**src/rtl/muu_mufifo_sched_if.sv**
```systemverilog
// Control-side signals of the multi-user FIFO drain scheduler: enqueue monitor,
// FIFO master-side handshake and consumer-side handshake.
interface muu_mufifo_sched_if #(
  parameter int unsigned USER_BITS = 3
) ();
  logic                 enq_valid;
  logic                 enq_ready;
  logic [USER_BITS-1:0] enq_user;
  logic                 mufifo_tvalid;
  logic                 mufifo_tready;
  logic [USER_BITS-1:0] mufifo_tusersel;
  logic                 out_tvalid;
  logic                 out_tready;
  logic [USER_BITS-1:0] out_tuser;

  // Scheduler view.
  modport master (
    input  enq_valid, enq_ready, enq_user, mufifo_tvalid, out_tready,
    output mufifo_tready, mufifo_tusersel, out_tvalid, out_tuser
  );

  // Environment view (FIFO plus consumer).
  modport slave (
    output enq_valid, enq_ready, enq_user, mufifo_tvalid, out_tready,
    input  mufifo_tready, mufifo_tusersel, out_tvalid, out_tuser
  );
endinterface

```
**src/rtl/muu_mufifo_sched.sv**
```systemverilog
// Round-robin drain scheduler for the multi-user FIFO: tracks per-user occupancy
// from enqueue/dequeue handshakes and steers the FIFO's user select and master ready.
module muu_mufifo_sched #(
  parameter int unsigned USER_BITS = 3,
  parameter int unsigned CNT_BITS  = 6,
  parameter int unsigned MAX_BURST = 8
) (
  input  logic               clk,
  input  logic               rst,
  muu_mufifo_sched_if.master bus,
  output logic               err
);
  localparam int unsigned NUsers = 2 ** USER_BITS;
  localparam logic [CNT_BITS-1:0] BurstMax = CNT_BITS'(MAX_BURST);
  localparam logic [CNT_BITS-1:0] CntOne   = CNT_BITS'(1);

  typedef enum logic [1:0] {StIdle, StSwitch, StDrain} state_e;

  state_e               state_q, state_d;
  logic [USER_BITS-1:0] sel_q, sel_d;
  logic [USER_BITS-1:0] last_q, last_d;
  logic [CNT_BITS-1:0]  burst_q, burst_d;
  logic [CNT_BITS-1:0]  cnt_q [NUsers];
  logic [CNT_BITS-1:0]  cnt_d [NUsers];
  logic                 err_q, err_d;

  logic                 enq_ev, deq_ev, enq_on_sel;
  logic [NUsers-1:0]    inc_vec, dec_vec;
  logic                 found;
  logic [USER_BITS-1:0] pick;

  assign bus.mufifo_tready   = (state_q == StDrain) & bus.out_tready;
  assign bus.out_tvalid      = (state_q == StDrain) & bus.mufifo_tvalid;
  assign bus.mufifo_tusersel = sel_q;
  assign bus.out_tuser       = sel_q;
  assign err                 = err_q;

  assign enq_ev     = bus.enq_valid & bus.enq_ready;
  assign deq_ev     = bus.mufifo_tvalid & bus.mufifo_tready;
  assign enq_on_sel = enq_ev & (bus.enq_user == sel_q);
  assign inc_vec    = enq_ev ? (NUsers'(1) << bus.enq_user) : '0;
  assign dec_vec    = deq_ev ? (NUsers'(1) << sel_q) : '0;

  // Occupancy counters saturate; any over/underflow attempt is flagged sticky.
  always_comb begin
    err_d = err_q;
    for (int u = 0; u < NUsers; u++) begin
      cnt_d[u] = cnt_q[u];
      if (inc_vec[u] && !dec_vec[u]) begin
        if (cnt_q[u] == '1) err_d = 1'b1;
        else                cnt_d[u] = cnt_q[u] + CntOne;
      end else if (dec_vec[u] && !inc_vec[u]) begin
        if (cnt_q[u] == '0) err_d = 1'b1;
        else                cnt_d[u] = cnt_q[u] - CntOne;
      end
    end
  end

  // Round-robin search starting just after the last granted user.
  always_comb begin
    found = 1'b0;
    pick  = '0;
    for (int i = 1; i <= NUsers; i++) begin
      if (!found && (cnt_q[last_q + USER_BITS'(i)] != '0)) begin
        found = 1'b1;
        pick  = last_q + USER_BITS'(i);
      end
    end
  end

  always_comb begin
    state_d = state_q;
    sel_d   = sel_q;
    last_d  = last_q;
    burst_d = burst_q;
    case (state_q)
      StIdle: begin
        if (found) begin
          sel_d   = pick;
          last_d  = pick;
          burst_d = '0;
          state_d = StSwitch;
        end
      end
      // FIFO latches usersel only while its tready is low.
      StSwitch: state_d = StDrain;
      StDrain: begin
        if (deq_ev) begin
          burst_d = burst_q + CntOne;
          if ((burst_d == BurstMax) || ((cnt_q[sel_q] == CntOne) && !enq_on_sel)) begin
            state_d = StIdle;
          end
        end else if (cnt_q[sel_q] == '0) begin
          state_d = StIdle;
        end
      end
      default: state_d = StIdle;
    endcase
  end

  always_ff @(posedge clk or negedge rst) begin
    if (!rst) begin
      state_q <= StIdle;
      sel_q   <= '0;
      last_q  <= '1;
      burst_q <= '0;
      err_q   <= 1'b0;
      for (int u = 0; u < NUsers; u++) cnt_q[u] <= '0;
    end else begin
      state_q <= state_d;
      sel_q   <= sel_d;
      last_q  <= last_d;
      burst_q <= burst_d;
      err_q   <= err_d;
      for (int u = 0; u < NUsers; u++) cnt_q[u] <= cnt_d[u];
    end
  end
endmodule
```
**src/flat_wrapper.sv**
```systemverilog
// flat-port wrapper written by rule: the top's interface ports become plain ports
module muu_mufifo_sched_flat 
#(
  parameter int unsigned USER_BITS = 3,
  parameter int unsigned CNT_BITS  = 6,
  parameter int unsigned MAX_BURST = 8
)
  (clk, rst, err, bus_enq_valid, bus_enq_ready, bus_enq_user, bus_mufifo_tvalid, bus_out_tready, bus_mufifo_tready, bus_mufifo_tusersel, bus_out_tvalid, bus_out_tuser);
  muu_mufifo_sched_if #(.USER_BITS(USER_BITS)) bus_i ();
  input  logic clk;
  input  logic rst;
  output logic err;
  input wire logic [$bits(bus_i.enq_valid)-1:0] bus_enq_valid;
  input wire logic [$bits(bus_i.enq_ready)-1:0] bus_enq_ready;
  input wire logic [$bits(bus_i.enq_user)-1:0] bus_enq_user;
  input wire logic [$bits(bus_i.mufifo_tvalid)-1:0] bus_mufifo_tvalid;
  input wire logic [$bits(bus_i.out_tready)-1:0] bus_out_tready;
  output wire logic [$bits(bus_i.mufifo_tready)-1:0] bus_mufifo_tready;
  output wire logic [$bits(bus_i.mufifo_tusersel)-1:0] bus_mufifo_tusersel;
  output wire logic [$bits(bus_i.out_tvalid)-1:0] bus_out_tvalid;
  output wire logic [$bits(bus_i.out_tuser)-1:0] bus_out_tuser;
  assign bus_i.enq_valid = bus_enq_valid;
  assign bus_i.enq_ready = bus_enq_ready;
  assign bus_i.enq_user = bus_enq_user;
  assign bus_i.mufifo_tvalid = bus_mufifo_tvalid;
  assign bus_i.out_tready = bus_out_tready;
  assign bus_mufifo_tready = bus_i.mufifo_tready;
  assign bus_mufifo_tusersel = bus_i.mufifo_tusersel;
  assign bus_out_tvalid = bus_i.out_tvalid;
  assign bus_out_tuser = bus_i.out_tuser;
  muu_mufifo_sched #(.USER_BITS(USER_BITS), .CNT_BITS(CNT_BITS), .MAX_BURST(MAX_BURST)) u_core (.clk(clk), .rst(rst), .bus(bus_i), .err(err));
endmodule
```
**config.mk**
```make
export PLATFORM = sky130hd
export DESIGN_NAME = muu_mufifo_sched_flat
export DESIGN_NICKNAME = d
export VERILOG_FILES = /design/src/rtl/muu_mufifo_sched_if.sv /design/src/rtl/muu_mufifo_sched.sv /design/src/flat_wrapper.sv
export SDC_FILE = /design/constraint.sdc
export NUM_CORES = 1
export LEC_CHECK = 0
export CAP_MARGIN = 15
export CORE_ASPECT_RATIO = 1.1
export CORE_MARGIN = 10
export CORE_UTILIZATION = 40
export DETAILED_ROUTE_END_ITERATION = 6
export PLACE_DENSITY = 0.56
export RECOVER_POWER = 50
export SYNTH_ARGS = -nofsm -noshare
export SYNTH_HDL_FRONTEND = slang
export SYNTH_SLANG_ARGS = --single-unit
```
**constraint.sdc**
```tcl
create_clock -name clk -period 5.2 [get_ports clk]
set_input_delay 1.3 -clock clk [delete_from_list [all_inputs] [get_ports clk]]
set_output_delay 1.3 -clock clk [all_outputs]
set_load 0.02 [all_outputs]
```
# [After elaboration in Yosys (flattened, before gate mapping)]
# Index checks and enable logic that the tools add are counted.
[totals] regBits=63 output_inout_bits=9 wordCells=299
[op_classes] n_addsub=24 magnitude_cmp=9 eq_ne=33 n_shift=2 mux=117 bitwise_logic=14 reduce_logical=87
[op_table] op="$mux 6" n=52
[op_table] op="$bmux 6 s3" n=9
[op_table] op="$add 6x1->6 const B" n=9
[op_table] op="$logic_not 6->1" n=9
[op_table] op="$eq 6x6->1 const B" n=8
[op_table] op="$reduce_bool 6->1" n=8
[op_table] op="$sub 6x1->6 const B" n=8
[op_table] op="$mux 1" n=40
[op_table] op="$ge 4x4->1 const B" n=9
[op_table] op="$not 3->4" n=9
[op_table] op="$reduce_and 3->1" n=10
[op_table] op="$logic_and 1x1->1" n=24
[op_table] op="$logic_not 1->1" n=24
[op_table] op="$mux 3" n=8
[op_table] op="$ne 2x1->1 const B" n=10
[op_table] op="$reduce_bool 2->1" n=9
[op_table] op="$mux 8" n=2
[op_table] op="$ne 2x2->1 const B" n=8
[op_table] op="$shl 1x3->8 const A" n=2
[op_table] op="$add 3x3->3 const B" n=4
[op_table] op="$pmux 6 s2" n=1
[op_table] op="$mux 2" n=4
[op_table] op="$add 3x2->3 const B" n=2
[op_table] op="$eq 6x1->1 const B" n=1
[op_table] op="other kinds (12)" n=16

# [Longest topological paths before layout]
# Gate-level depths: netlist of the first run.
[depth] depth_word=30 depth_mapped=16 ltp_nobuf=14

# [Least setup slack after synthesis of the first run]
# No wires, ideal clock.
[synth_path] kind="in2reg" start="in bus_enq_valid" end="reg u_core.cnt_q[47] (netlist name)" setup_time_ns=0.123 arrival_ns=3.453 t_required_ns=5.077 slack_ns=1.624 stages=12 path_buffers=0 path_cell_list="nand2_1 or2_2 nor3_1 nand2_1 ha_1 a21o_1 a21oi_1 o21bai_1 a21oi_1 xnor2_1 nand2_1 xnor2_1"
[synth_between] elab_chain_len=6 elab_cells_between_ends=10 classes_between="2 x eq/ne; 2 x mux; 1 x bitwise; 5 x reduce/logical"
[synth_lines] element="from (decl)" line_no="flat_wrapper.sv:13" rtl="input wire logic [$bits(bus_i.enq_valid)-1:0] bus_enq_valid;"
[synth_lines] element="$and 1x1->1 *" line_no="muu_mufifo_sched.sv:38" rtl="assign enq_ev = bus.enq_valid & bus.enq_ready;"
[synth_lines] element="$mux 8 *" line_no="muu_mufifo_sched.sv:41" rtl="assign inc_vec = enq_ev ? (NUsers'(1) << bus.enq_user) : '0;"
[synth_lines] element="$logic_not 1->1" line_no="muu_mufifo_sched.sv:52" rtl="end else if (dec_vec[u] && !inc_vec[u]) begin"
[synth_lines] element="$logic_and 1x1->1" line_no="muu_mufifo_sched.sv:52"
[synth_lines] element="$reduce_bool 2->1 (no source line)"
[synth_lines] element="$reduce_and 3->1 (no source line)"
[synth_lines] element="to (decl)" line_no="muu_mufifo_sched.sv:23" rtl="logic [CNT_BITS-1:0] cnt_q [NUsers];"
# Mark *: on every way between the ends. The rest lies on a longest branch, timed or not.
# A chain may end at the register's enable or synchronous reset.

# [Worst setup path in the final report of the first run]
[layout_path] start="reg u_core.last_q[0]" end="reg u_core.last_q[0]"
[layout_between] elab_chain_len=29 elab_cells_between_ends=78 classes_between="7 x add/sub; 40 x mux; 8 x bitwise; 23 x reduce/logical"
[layout_lines] element="from (decl)" line_no="muu_mufifo_sched.sv:21" rtl="logic [USER_BITS-1:0] last_q, last_d;"
[layout_lines] element="from (signal assigned)" line_no="muu_mufifo_sched.sv:112" rtl="last_q <= last_d;"
[layout_lines] element="$add 3x1->3" line_no="muu_mufifo_sched.sv:64, muu_mufifo_sched.sv:66"
[layout_lines] element="$not 3->4 (implied by the code)" line_no="muu_mufifo_sched.sv:64" rtl="if (!found && (cnt_q[last_q + USER_BITS'(i)] != '0)) begin"
[layout_lines] element="$bmux 6 s3" line_no="muu_mufifo_sched.sv:64"
[layout_lines] element="$mux 6 (implied by the code) (2 in series)" line_no="muu_mufifo_sched.sv:64"
[layout_lines] element="$reduce_bool 6->1" line_no="muu_mufifo_sched.sv:64"
[layout_lines] element="$mux 1" line_no="muu_mufifo_sched.sv:64"
[layout_lines] element="$logic_not 1->1" line_no="muu_mufifo_sched.sv:64"
[layout_lines] element="$logic_and 1x1->1" line_no="muu_mufifo_sched.sv:64"
[layout_lines] element="[12 not listed]"
[layout_lines] element="$mux 1" line_no="muu_mufifo_sched.sv:64"
[layout_lines] element="$logic_not 1->1" line_no="muu_mufifo_sched.sv:64"
[layout_lines] element="$logic_and 1x1->1" line_no="muu_mufifo_sched.sv:64"
[layout_lines] element="$mux 1" line_no="muu_mufifo_sched.sv:64"
[layout_lines] element="$logic_not 1->1" line_no="muu_mufifo_sched.sv:64"
[layout_lines] element="$logic_and 1x1->1" line_no="muu_mufifo_sched.sv:64"
[layout_lines] element="$mux 1" line_no="muu_mufifo_sched.sv:64"
[layout_lines] element="$reduce_and 2->1 (no source line)"
# Several ways; a longest one is shown, not always the timed one. The select of a mux whose other input is x is not followed.

==> results of run 1 <==
[cell type report]
cell class	count	area (um^2)
tap	161	201
clock inverter	6	85.1
inverter	15	56.3
sequential	63	1580
timing repair buffer	24	201
clock buffer	10	229
multi-input combinational	504	3620
fill	1305	7190
[logic make-up after synthesis]
logic type	share of synthesized area (%)
and+or+nand+nor	22.7
AOI/OAI and AO/OA	17.5
DFF	29.6
xor gates and xnor gates	9.01
adders and majority gates	11.2
buffers and inverters	2.76
muxes	7.25
[critical path: cells and delay by family, from the launching register on]
family | cells | cell delay [ns]
AND/OR/NAND/NOR | 3 | 1.26
buffers and inverters | 1 | 0.34
adder cells (fa/ha/maj) | 1 | 0.57
AO/OA/AOI/OAI | 3 | 1.14
flip-flops | 1 | 0.84
[flip-flops by register name, indices dropped and copies added, names as in the netlist]
name and flops:
u_core.state_q 2, u_core.cnt_q 48, u_core.bus.mufifo_tusersel 3, u_core.last_q 3
u_core.burst_q 6, u_core.err 1
[cells in the final DEF, fill, tap and decap left out, drive strengths merged, types with 9 or more instances in the layout]
cell	n
a21o	15
a21oi	42
clkbuf	15
clkdlybuf4s50	15
dfrtp	60
ha	35
inv	14
mux2	14
nand2	43
nand2b	10
nand3	20
nor2	59
nor3	35
o21ai	20
o21bai	9
o31ai	10
or2	11
or3	13
xnor2	37
xor2	18
[stage by stage]
step                total power [mW]  setup slack, ns  util, %
floorplan                       2.77             1.62        -
detailed placement              3.28            0.881     43.1
CTS                             3.96            0.993     45.5
finish                          3.95            0.971     45.4
global placement                3.22            0.964     43.1
global route                    4.30            0.446     45.4
[per-layer routing]
| layer | vias to the layer above | track usage, % |
|---|---|---|
| met4 | 0 | 5.09 |
| li1 | 2260 | - |
| met5 | - | 0 |
| met2 | 103 | 23.2 |
| met1 | 2194 | 20.2 |
| met3 | 13 | 3.21 |
[worst max path at each step]
| stage | end | startpoint | cells after the start | slack [ns] |
|---|---|---|---|---|
| 4_1_cts | u_core.burst_q[3]$_DFFE_PN0P_ | u_core.last_q[0]$_DFFE_PN1P_ | 8 | 0.99 |
| 5_1_grt | u_core.burst_q[3]$_DFFE_PN0P_ | u_core.last_q[0]$_DFFE_PN1P_ | 8 | 0.45 |
| 3_5_place_dp | u_core.cnt_q[47]$_DFFE_PN0P_ | bus_enq_ready | 13 | 0.88 |
| 3_3_place_gp | u_core.cnt_q[29]$_DFFE_PN0P_ | bus_mufifo_tvalid | 14 | 0.96 |
| 6_report | u_core.last_q[0]$_DFFE_PN1P_ | u_core.last_q[0]$_DFFE_PN1P_ | 8 | 0.97 |
| 2_1_floorplan | u_core.cnt_q[47]$_DFFE_PN0P_ | bus_enq_valid | 12 | 1.62 |
[where the power goes]
| group | internal (mW) | switching [mW] | total (mW) |
|---|---|---|---|
| combinational | 1.03 | 1.13 | 2.16 |
| clock | 0.418 | 0.231 | 0.648 |
| sequential | 0.722 | 0.419 | 1.14 |
==> results.py, run 1 <==
metrics = {
    "global_routing": {
        "grt_pass1_vias": 4345,
        "grt_max_degree": 38,
        "grt_pass1_wl_um": 22200,
        "overflow": 0,
        "antenna_found_initial": 0,
        "grt_usage_pct": 15.0,
    },
    "clock_tree": {
        "clock_path_buffers": 2,
        "cts_root_buffer": "clkbuf_16",
        "clock_latency_ns": 0.34,
        "h-tree-depth": 3,
        "cts_buffers": 9,
        "tritoncts": "built",
        "cts_resized": 0,
        "post_cts_buffers": 0,
        "clk_pin_slew_worst_paths_ns": 0.06,
        "hold_buffers": 0,
        "clock-sinks": 63,
    },
    "critical_path": {
        "slowest_stage": "dfstp_2",
        "critPathMaxStageDelay_ns": 0.84,
        "cp.required_ns": 5.47,
        "r2r_start": "u_core.last_q[0]$_DFFE_PN1P_",
        "path_class": "flop to flop",
        "setup.worst_path.start_class": "flop",
        "rrSetupSlack_ns": 0.97,
        "path_cells": "inv_1 > ha_1 > a2111oi_0 > nor3_1 > or4_4 > or4b_1 > a41o_1 > a2bb2oi_1",
        "crit_path_end_kind": "flop",
        "worstPathMaxFanout": 23,
        "ff2ff_path_depth": 8,
        "r2r_end": "u_core.last_q[0]$_DFFE_PN1P_",
        "critical_path_arrival_ns": 4.50,
    },
    "timing": {
        "fin_crit_ns": 4.23,
        "skew_ns": 0.00453,
        "slew_headroom_pct": -38.9,
        "slew_violations": 65,
        "rsz0062_at_grt": "no",
        "whs_ns": 0.484,
        "final-hold-violation-count": 0,
        "worst_slew_pin_slew_ns": 2.08,
        "setup_violations": 0,
        "finalCritPeriodShare_pct": 81.3,
        "timing.fmax_ghz": 0.236,
        "fin_tns_setup_ns": 0,
    },
    "outcome": {
        "status": "finished with violations",
        "violations": "capacitance limit, slew limit",
    },
    "routing": {
        "first_iter_violations": 284,
        "wirelength_um": 13500,
        "via_per_inst": 5.84,
        "via_count": 4570,
        "routed.top_layer": "met4",
        "met2WireLength_um": 6270,
        "first_pass_iters": 5,
        "dr_wl_met3_um": 518,
        "remaining_drc_errors": 0,
        "ant_nets": 0,
        "wire_per_inst_um": 17.3,
        "m1WireLength_um": 6530,
    },
    "floorplan": {
        "rows": 44,
        "fp.dieW_um": 130,
        "start_util_pct": 40.6,
        "die-area_um2": 18400,
        "core_area_um2": 13200,
        "die_y_um": 141,
        "ioPinCount": 18,
    },
    "finish": {
        "layout-drive-gt1-share_pct": 9.32,
        "diodes": 0,
        "fin_cells": 783,
        "stdcell_area_um2": 5970,
        "final_nets": 669,
        "area_delta_synth_final_pct": 11.7,
    },
    "logic_synthesis": {
        "netlist_area_um2": 5350,
        "ys_ff_latch": 63,
        "yosysSeqAreaShare_pct": 29.6,
        "synth_area_leaders": "dfrtp_1, ha_1, xnor2_1",
        "syn_inst": 603,
        "synth-edff-count": 0,
        "yosysMostFrequentCell": "dfrtp_1",
        "synth-main-ff-cell": "dfrtp_1",
        "synthTopCellsByCount": "dfrtp_1, nor2_1, nand2_1",
        "synth-async-reset-ratio_pct": 100,
        "synth_nets": 655,
        "synthesis.area_per_instance_um2": 8.87,
        "yosysUniqueCellTypes": 65,
        "yosys_warnings": 0,
        "synth_top_area_cell": "dfrtp_1",
        "synth_top_area_share_pct": 28.1,
    },
    "pwr": {
        "power.leakage_nw": 2.32,
        "cellPowerDensity_nw_per_um2": 661,
        "ir_worst_vdd_v": 0.000301,
    },
    "place": {
        "dpl-instance-area_um2": 5670,
        "dp_cells": 767,
        "dpl.hpwl_um": 10200,
        "place_congestion": 0.883,
        "port_buffers": 17,
    },
    "flow_run": {
        "drv_cap": 2,
    },
    "hold_path": {
        "hold_path_startpoint": "u_core.burst_q[5]$_DFFE_PN0P_",
        "hold_path_class": "flop to flop",
        "hold_path_end": "u_core.burst_q[5]$_DFFE_PN0P_",
        "whs_path_depth": 1,
    },
}
No activity file was read; power rests on OpenSTA's default activity.
==> run 2, diff against run 1 <==
- PLACE_DENSITY: 0.56 -> 0.58
- clock period: 5.2 -> 3.8 ns (I/O delays scaled with it)
==> results.py, run 2 (synthesis gave the netlist of run 1 again) <==
metrics = {
    "critical_path": {
        "cp.required_ns": 4.06,
        "crit_start": "u_core.cnt_q[2]$_DFFE_PN0P_",
        "critical_path_arrival_ns": 3.82,
        "endpoint": "u_core.burst_q[5]$_DFFE_PN0P_",
        "r2r_end": "u_core.burst_q[5]$_DFFE_PN0P_",
        "rrSetupSlack_ns": 0.24,
        "setup.worst_path.start_class": "flop",
        "critPathMaxStageDelay_ns": 0.59,
        "ff2ff_path_depth": 8,
        "slowest_stage": "or4_1",
        "r2r_start": "u_core.cnt_q[2]$_DFFE_PN0P_",
        "crit_path_end_kind": "flop",
        "path_class": "flop to flop",
        "path_cells": "or4_1 > or3_1 > mux4_2 > o221ai_2 > nand2b_1 > nor4_2 > o21ai_1 > a31oi_1",
        "worstPathMaxFanout": 7,
    },
    "clock_tree": {
        "clock_latency_ns": 0.34,
        "cts_buffers": 9,
        "hold_buffers": 0,
        "tritoncts": "built",
        "h-tree-depth": 3,
        "clock_path_buffers": 2,
        "cts_root_buffer": "clkbuf_16",
        "clock-sinks": 63,
        "clk_pin_slew_worst_paths_ns": 0.05,
        "post_cts_buffers": 0,
        "cts_resized": 0,
    },
    "global_routing": {
        "grt_usage_pct": 15.8,
        "antenna_found_initial": 0,
        "overflow": 0,
        "grt_pass1_wl_um": 23600,
        "grt_pass1_vias": 4633,
        "grt_max_degree": 33,
    },
    "finish": {
        "diodes": 0,
        "top_regs": "u_core.cnt_q (48), u_core.burst_q (6)",
        "multi_input_area_um2": 3620,
        "fin_cells": 816,
        "final_common_cell": "dfrtp_1",
        "stdcell_area_um2": 6170,
        "layout-drive-gt1-share_pct": 13.4,
        "largest_register": "u_core.cnt_q",
        "nFillCells": 1255,
        "area_delta_synth_final_pct": 15.4,
        "largest_reg_flops": 48,
        "most-common-layout-cells": "dfrtp_1, nor2_1, nand2_1, a21oi_1, xnor2_1",
        "fin_util_pct": 46.9,
        "final_nets": 702,
        "seq_area_um2": 1580,
    },
    "pwr": {
        "power.leakage_nw": 2.46,
        "cellPowerDensity_nw_per_um2": 871,
        "ir_worst_vdd_v": 0.000347,
    },
    "routing": {
        "via_per_inst": 5.86,
        "dr_wl_met3_um": 774,
        "ant_nets": 0,
        "m1WireLength_um": 6410,
        "remaining_drc_errors": 0,
        "met2WireLength_um": 6310,
        "via_count": 4778,
        "first_iter_violations": 318,
        "first_pass_iters": 5,
        "wire_per_inst_um": 16.9,
        "routed.top_layer": "met4",
        "wirelength_um": 13800,
    },
    "hold_path": {
        "hold_path_class": "flop to flop",
    },
    "place": {
        "port_buffers": 17,
        "place_ws_ns": -0.0307,
        "dp_cells": 800,
        "dpl-instance-area_um2": 5930,
        "dpl.hpwl_um": 10800,
        "place_congestion": 0.921,
    },
    "outcome": {
        "violations": "capacitance limit, slew limit",
        "status": "finished with violations",
    },
    "timing": {
        "setup_violations": 0,
        "slew_headroom_pct": -24.2,
        "timing.fmax_ghz": 0.281,
        "rsz0062_at_grt": "no",
        "skew_ns": 0.00670,
        "slew_violations": 33,
        "finalCritPeriodShare_pct": 93.8,
        "worst_slew_pin_slew_ns": 1.86,
        "fin_tns_setup_ns": 0,
        "final-hold-violation-count": 0,
        "finalWorstSetupSlack_ns": 0.236,
        "fin_crit_ns": 3.56,
    },
    "floorplan": {
        "die-area_um2": 18400,
        "ioPinCount": 18,
        "fp.dieW_um": 130,
        "die_y_um": 141,
        "core_area_um2": 13200,
        "start_util_pct": 40.6,
        "rows": 44,
    },
    "flow_run": {
        "drv_cap": 1,
    },
}
[run 2: cell count changes in the layout (fill, tap and decap cells not counted), moves of 2 or more]
cell	change
clkbuf_1	+3
clkinvlp_4	-2
bufinv_16	-2
buf_4	+33
[run 2: area by class of cell]
type	count	share of cell area, %
flip-flops and latches	63	25.6
clock inverters	1	0.0811
well taps	161	3.27
inverters	15	0.913
repair buffers	57	7.30
multi-input cells	504	58.6
clock buffers	15	4.18
[run 2: how the worst min path moves through the flow]
stage | to | cells after the start | start | slack [ns]
final | u_core.cnt_q[41]$_DFFE_PN0P_ | 1 | u_core.cnt_q[41]$_DFFE_PN0P_ | 0.49
after global routing | u_core.burst_q[5]$_DFFE_PN0P_ | 1 | u_core.burst_q[5]$_DFFE_PN0P_ | 0.51
after CTS | u_core.cnt_q[41]$_DFFE_PN0P_ | 1 | u_core.cnt_q[41]$_DFFE_PN0P_ | 0.49
after detailed placement | u_core.cnt_q[41]$_DFFE_PN0P_ | 1 | u_core.cnt_q[41]$_DFFE_PN0P_ | 0.48
after global placement | u_core.burst_q[5]$_DFFE_PN0P_ | 1 | u_core.burst_q[5]$_DFFE_PN0P_ | 0.47
after floorplan | u_core.burst_q[5]$_DFFE_PN0P_ | 1 | u_core.burst_q[5]$_DFFE_PN0P_ | 0.45
[run 2: layer usage]
| layer | vias to the layer above | global-route usage (%) |
|---|---|---|
| li1 | 2330 | - |
| met1 | 2296 | 21.0 |
| met5 | - | 0 |
| met2 | 125 | 24.4 |
| met4 | 0 | 6.40 |
| met3 | 27 | 3.35 |
[run 2: per-stage QoR]
stage	hold WS [ns]	power, mW
global route	0.515	5.87
global placement	0.468	4.53
CTS	0.491	5.39
finish	0.490	5.37
floorplan	0.451	3.79
detailed placement	0.479	4.61
[run 2: where the power goes]
group	switching [mW]	internal, mW
combinational	1.63	1.49
clock	0.292	0.459
sequential	0.514	0.988
total	2.44	2.94
[run 2: worst max-delay path, delay by kind of cell, from the launching register on]
kind | cells | cell delay, ns
AOI/OAI and AO/OA | 3 | 0.84
muxes | 1 | 0.55
DFF | 1 | 0.41
and+or+nand+nor | 4 | 1.68
